## src/rtl/core_types_pkg.sv

```systemverilog
// Shared rename-stage types: physical register tags, ROB indices, checkpoint columns
// and the free-list sequencer state encoding.
package core_types_pkg;

  localparam int NUM_ARCH_REGS      = 32;
  localparam int NUM_PHYS_REGS      = 64;
  localparam int ROB_DEPTH          = 32;
  localparam int CHECKPOINT_COLUMNS = 4;

  typedef logic [$clog2(NUM_PHYS_REGS)-1:0]      phys_reg_tag_t;
  typedef logic [$clog2(ROB_DEPTH)-1:0]          ROB_index_t;
  typedef logic [$clog2(CHECKPOINT_COLUMNS)-1:0] checkpoint_column_t;

  typedef enum logic [1:0] {
    IDLE,
    DEQ_PEND,
    REVERT,
    SETTLE
  } fl_ctrl_state_t;

endpackage

```

## src/rtl/phys_reg_free_list_ctrl.sv

```systemverilog
// Sequencer in front of the physical register free list: serialises rename, checkpoint,
// restore and rollback traffic onto the free list's one-exclusive-op-per-cycle interface.
//
// state    | meaning
// IDLE     | accept dispatch (dequeue / save / none), restores, commits
// DEQ_PEND | checkpoint saved for a branch that also needs a dest; dequeue next
// REVERT   | ROB rollback walk in progress; dispatch and restore blocked
// SETTLE   | one-cycle dispatch bubble after a failed restore
module phys_reg_free_list_ctrl
  import core_types_pkg::*;
#(
  parameter int NUM_CKPT = CHECKPOINT_COLUMNS
) (
  input  logic               CLK,
  input  logic               nRST,
  output logic               ctrl_error,
  input  logic               dispatch_valid,
  input  logic               dispatch_needs_dest,
  input  logic               dispatch_needs_ckpt,
  input  ROB_index_t         dispatch_ROB_index,
  output logic               dispatch_ready,
  output phys_reg_tag_t      dispatch_dest_tag,
  output checkpoint_column_t dispatch_ckpt_column,
  input  logic               commit_free_valid,
  input  phys_reg_tag_t      commit_free_tag,
  input  logic               revert_req_valid,
  input  phys_reg_tag_t      revert_req_tag,
  output logic               revert_req_ready,
  input  logic               restore_req_valid,
  input  logic               restore_req_failed,
  input  ROB_index_t         restore_req_ROB_index,
  input  checkpoint_column_t restore_req_column,
  output logic               restore_req_ready,
  output logic               restore_done,
  output logic               restore_done_success,
  output logic               fl_dequeue_valid,
  output logic               fl_enqueue_valid,
  output phys_reg_tag_t      fl_enqueue_tag,
  output logic               fl_revert_valid,
  output phys_reg_tag_t      fl_revert_tag,
  output logic               fl_save_valid,
  output ROB_index_t         fl_save_ROB_index,
  output logic               fl_restore_valid,
  output logic               fl_restore_failed,
  output ROB_index_t         fl_restore_ROB_index,
  output checkpoint_column_t fl_restore_column,
  input  phys_reg_tag_t      fl_dequeue_tag,
  input  logic               fl_empty,
  input  logic               fl_full,
  input  checkpoint_column_t fl_save_column,
  input  logic               fl_restore_success
);

  localparam int CW = $clog2(NUM_CKPT + 1);
  typedef logic [CW-1:0] ckpt_count_t;
  localparam ckpt_count_t CKPT_MAX = ckpt_count_t'(NUM_CKPT);

  fl_ctrl_state_t     state, next_state;
  ckpt_count_t        ckpt_count, ckpt_count_n;
  checkpoint_column_t saved_col;
  logic               save_col_load;
  logic               fail_issue;
  logic               inv_issue;
  logic               ckpt_dec;
  logic               ctrl_error_n;

  always_ff @(posedge CLK or negedge nRST) begin
    if (!nRST) begin
      state                <= IDLE;
      ckpt_count           <= '0;
      ctrl_error           <= 1'b0;
      saved_col            <= '0;
      restore_done         <= 1'b0;
      restore_done_success <= 1'b0;
    end else begin
      state                <= next_state;
      ckpt_count           <= ckpt_count_n;
      ctrl_error           <= ctrl_error_n;
      restore_done         <= fl_restore_valid;
      restore_done_success <= fl_restore_valid & fl_restore_success;
      if (save_col_load) saved_col <= fl_save_column;
    end
  end

  always_comb begin
    next_state           = state;
    save_col_load        = 1'b0;
    fail_issue           = 1'b0;
    inv_issue            = 1'b0;
    dispatch_ready       = 1'b0;
    revert_req_ready     = 1'b0;
    restore_req_ready    = 1'b0;
    fl_dequeue_valid     = 1'b0;
    fl_enqueue_valid     = 1'b0;
    fl_revert_valid      = 1'b0;
    fl_save_valid        = 1'b0;
    fl_restore_valid     = 1'b0;
    fl_enqueue_tag       = commit_free_tag;
    fl_revert_tag        = revert_req_tag;
    fl_save_ROB_index    = dispatch_ROB_index;
    fl_restore_failed    = restore_req_failed;
    fl_restore_ROB_index = restore_req_ROB_index;
    fl_restore_column    = restore_req_column;
    dispatch_dest_tag    = fl_dequeue_tag;
    dispatch_ckpt_column = (state == DEQ_PEND) ? saved_col : fl_save_column;

    if (nRST) begin
      fl_enqueue_valid = commit_free_valid;
      if (revert_req_valid) begin
        fl_revert_valid  = 1'b1;
        revert_req_ready = 1'b1;
        next_state       = REVERT;
      end else if (state == REVERT) begin
        next_state = IDLE;
      end else if (restore_req_valid && restore_req_failed) begin
        fl_restore_valid  = 1'b1;
        restore_req_ready = 1'b1;
        fail_issue        = 1'b1;
        next_state        = SETTLE;
      end else begin
        // an invalidate-only restore never touches the free-list contents, so it rides along
        if (restore_req_valid) begin
          fl_restore_valid  = 1'b1;
          restore_req_ready = 1'b1;
          inv_issue         = 1'b1;
        end
        if (state == SETTLE) begin
          next_state = IDLE;
        end else if (dispatch_valid) begin
          if (state == DEQ_PEND) begin
            if (!fl_empty) begin
              fl_dequeue_valid = 1'b1;
              dispatch_ready   = 1'b1;
              next_state       = IDLE;
            end
          end else if (dispatch_needs_ckpt) begin
            if (ckpt_count < CKPT_MAX) begin
              fl_save_valid = 1'b1;
              if (dispatch_needs_dest) begin
                save_col_load = 1'b1;
                next_state    = DEQ_PEND;
              end else begin
                dispatch_ready = 1'b1;
              end
            end
          end else if (dispatch_needs_dest) begin
            if (!fl_empty) begin
              fl_dequeue_valid = 1'b1;
              dispatch_ready   = 1'b1;
            end
          end else begin
            dispatch_ready = 1'b1;
          end
        end
      end
    end
  end

  assign ckpt_dec = inv_issue & fl_restore_success;

  always_comb begin
    ckpt_count_n = ckpt_count;
    ctrl_error_n = ctrl_error;
    if (fl_enqueue_valid && fl_full) ctrl_error_n = 1'b1;
    if (fail_issue) begin
      if (fl_restore_success) ckpt_count_n = '0;
      else                    ctrl_error_n = 1'b1;
    end else if (fl_save_valid && !ckpt_dec) begin
      if (ckpt_count == CKPT_MAX) ctrl_error_n = 1'b1;
      else                        ckpt_count_n = ckpt_count + 1'b1;
    end else if (ckpt_dec && !fl_save_valid) begin
      if (ckpt_count == '0) ctrl_error_n = 1'b1;
      else                  ckpt_count_n = ckpt_count - 1'b1;
    end
  end

endmodule

```

## config.mk

```make
export PLATFORM = sky130hd
export DESIGN_NAME = phys_reg_free_list_ctrl
export DESIGN_NICKNAME = d
export VERILOG_FILES = /design/src/rtl/core_types_pkg.sv /design/src/rtl/phys_reg_free_list_ctrl.sv
export SDC_FILE = /design/constraint.sdc
export NUM_CORES = 1
export LEC_CHECK = 0
export CORE_MARGIN = 10
export CORE_UTILIZATION = 32
export CTS_CLUSTER_DIAMETER = 60
export CTS_CLUSTER_SIZE = 20
export DETAILED_ROUTE_END_ITERATION = 8
export PLACE_DENSITY = 0.81
export RECOVER_POWER = 100
export SYNTH_ARGS = -nofsm -noshare
export SYNTH_HDL_FRONTEND = slang
export SYNTH_SLANG_ARGS = --single-unit
```

## constraint.sdc

```tcl
create_clock -name CLK -period 2.9 [get_ports CLK]
set_input_delay 0.435 -clock CLK [delete_from_list [all_inputs] [get_ports CLK]]
set_output_delay 0.435 -clock CLK [all_outputs]
set_load 0.01 [all_outputs]
```

==> summary.txt, run 1 <==
Status
  • Status: finished clean

Yosys
  • FF+latch count, synth: 10
  • Top-area cell type share of the netlist area: 27.0%
  • Syn nets: 151
  • Post-synthesis sequential area ratio: 27.0%
  • Syn avg cell area: 8.76 um2
  • Syn Std Cell Area: 928 um2
  • Ys async rst share: 100%
  • Leading area contributor after synthesis: dfrtp_1
  • Ys Warns: 0
  • Syn Inst Count: 106
  • Area contributors post-synth: dfrtp_1 27%, buf_4 27%, nand4bb_4 3.0%
  • Number of synthesized flops with an enable pin: 0
  • Post-synth top flop: dfrtp_1
  • Synth cell types: 33

Power
  • Flop pwr share: 40.0%
  • Switching fraction of total power: 35.1%
  • Combinational power share: 41.1%
  • Internal cell power: 322 uW
  • Psw: 174 uW
  • Pwr Total: 496 uW
  • Pleak: 0.435 nW
  • Power per cell area: 487 nW/um2
  • Clk pwr share: 18.9%
  • VDD IR max: 0.209 mV

Floorplanning
  • Row count: 19
  • Die width: 73.9 um
  • Die height: 73.9 um
  • Ports: 88
  • Initial Utilization: 33.7%
  • Die area: 5460 um2
  • CORE AREA: 2760 um2

Placed design
  • Placement Cell Area: 1000 um2
  • HPWL Detailed: 1890 um
  • RD Place Congestion: 0.793
  • Placed Cells: 133
  • Port bufs: 27

Hold path
  • Hold crit path type: flop to flop

STA
  • Skew final: 0.00432 ns
  • Final hold violation count: 0
  • Final setup viols: 0
  • Hold Slack: 0.497 ns
  • Worst slew pin tran: 0.427 ns
  • Final period util: 90.8%
  • Minimum clock period: 2.63 ns
  • Slew Viols, Final: 0
  • RSZ-0062 raised after global routing: no
  • Fmax: 0.380 GHz
  • TNS Setup: 0 ns
  • Max transition margin: 71.5%

Clock network
  • Clock transition at path regs: 0.06 ns
  • # clock sinks: 10
  • TritonCTS clock tree: built
  • Total CTS buffers: 3
  • Post-CTS Setup Bufs: 0
  • Root buffer cell: clkbuf_4
  • Worst skew pair latency: 0.27 ns
  • Post-CTS Resized: 0
  • Clk buf depth: 2
  • CTS H-Tree Depth: 1
  • Hold_buf cts: 0

Critical path
  • Setup CP Type: primary input to primary output
  • Critical Path RT: 2.47 ns
  • Critical Path Source Type: primary input
  • Crit Path Max Fanout: 5
  • Crit end category: primary output
  • Crit path DAT: 2.20 ns

Global route
  • Largest net degree at the start of global routing: 15
  • Met1 usage: 7.88%
  • M3 GR Usage: 4.31%
  • Antenna violations before repair: 0
  • First-pass GRT wire length: 3710 um
  • M2 GR Usage: 14.8%
  • GRT busiest layer: met2
  • Grt ovf: 0
  • Vias in the first global route: 803
  • Tot GR Track Use: 8.54%

Layout
  • Fin cells: 136
  • Area grow syn2layout: 9.70%
  • Diode count: 0
  • Share of post-route cells with drive strength above 1: 9.52%
  • Layout Nets: 152
  • Final instance area: 1020 um2

Detailed routing
  • DRC Markers: 0
  • TritonRoute pass-1 iters: 4
  • Final wirelength: 2300 um
  • Mean routed wirelength per cell: 16.9 um
  • Routed via count: 733
  • DR iter-0 viols: 50
  • Number of routed nets with antenna violations: 0
  • Number of vias per cell: 5.39

Run
  • Max Cap Viol: 0
layout make-up:
cell class	count	area, um2
clock buffer	3	22.5
fill	305	1740
tap	31	38.8
multi-input combinational	58	407
sequential	10	250
inverter	5	18.8
timing repair buffer	29	282
stage by stage:
stage               setup slack, ns  util, %
floorplan                      1.08        -
global placement              0.353     36.4
detailed placement            0.313     36.4
CTS                           0.311     37.3
global route                  0.103     36.9
finish                        0.268     36.9
cell usage after synthesis (2+ instances only):
master and count:
and2_1 4, and3_1 2, buf_4 33, dfrtp_1 10
inv_1 5, mux2_1 2, mux2_2 2, mux2i_1 2
nand2_1 5, nand3_1 3, nor2_1 7, nor2b_1 2
nor3_1 5, o21a_1 2, o21ai_0 3, o22ai_1 2
registers in the layout, indices dropped and copies added, names as in the netlist:
signal	flops
ckpt_count	3
ctrl_error	1
restore_done	1
restore_done_success	1
saved_col	2
state	2
critical path: stages:
cell and delay [ns]:
dlygate4sd3_1 0.55, nand2b_1 0.13, nor2_1 0.22, and2_0 0.23, dlygate4sd3_1 0.63
placed cells by master (no fill, tap or decap), types with 2 or more instances in the layout:
master           count
dlygate4sd3_1       15
clkdlybuf4s50_1     12
dfrtp_1             10
nor2_1               7
nor3_1               6
nand2_1              5
inv_1                5
o21ai_0              4
and2_1               3
nand3_1              3
clkbuf_4             3
nor2b_1              2
mux2_2               2
mux2i_1              2
and3_1               2
o21a_1               2
o22ai_1              2
mux2_1               2
power groups by stage:
stage / sequential [mW] / clock (mW) / combinational [mW]
global route: 0.202 / 0.101 / 0.228
finish: 0.199 / 0.0938 / 0.204
global placement: 0.196 / 0 / 0.193
detailed placement: 0.199 / 0 / 0.208
floorplan: 0.192 / 0 / 0.184
CTS: 0.198 / 0.0955 / 0.210
cells by family (layout without fill, tap and decap cells):
family / count (synthesis) / in the layout / synth area share [%]
DFF: 10 / 10 / 27.0
muxes: 6 / 6 / 7.01
buffers and inverters: 38 / 37 / 28.7
xor gates and xnor gates: 1 / 1 / 0.944
and+or+nand+nor: 34 / 34 / 22.2
adders and majority gates: 1 / 1 / 1.35
AOI/OAI and AO/OA: 16 / 16 / 12.8
final timing paths:
path	from	end	slack [ns]	depth (start not counted)
min in group asynchronous	nRST	restore_done_success	0.57	2
hold reg to reg	saved_col[0]	saved_col[0]	0.50	1
setup / recovery	nRST	restore_req_ready	0.27	5
setup reg to reg	ckpt_count[2]	ckpt_count[2]	0.69	10
max in group asynchronous	nRST	ckpt_count[0]	2.17	2
hold / removal	saved_col[0]	saved_col[0]	0.50	1
layer usage:
layer | vias up | wire [um] | part of all wire (%)
met5 | - | 0 | 0
met4 | 0 | 64 | 2.8
met3 | 12 | 297 | 13
met2 | 43 | 1170 | 51
met1 | 345 | 761 | 33
li1 | 333 | - | -
Power figures use the tool's default switching activity.
==> run 2, diff against run 1 <==
--- a/config.mk
+++ b/config.mk
@@ -8,7 +8,6 @@
 export CORE_MARGIN = 10
 export CORE_UTILIZATION = 32
 export CTS_CLUSTER_DIAMETER = 60
-export CTS_CLUSTER_SIZE = 20
 export DETAILED_ROUTE_END_ITERATION = 8
 export PLACE_DENSITY = 0.81
 export RECOVER_POWER = 100
==> results of run 2 <==
Same layout as run 1: the final DEF is identical, and so are final timing and power.
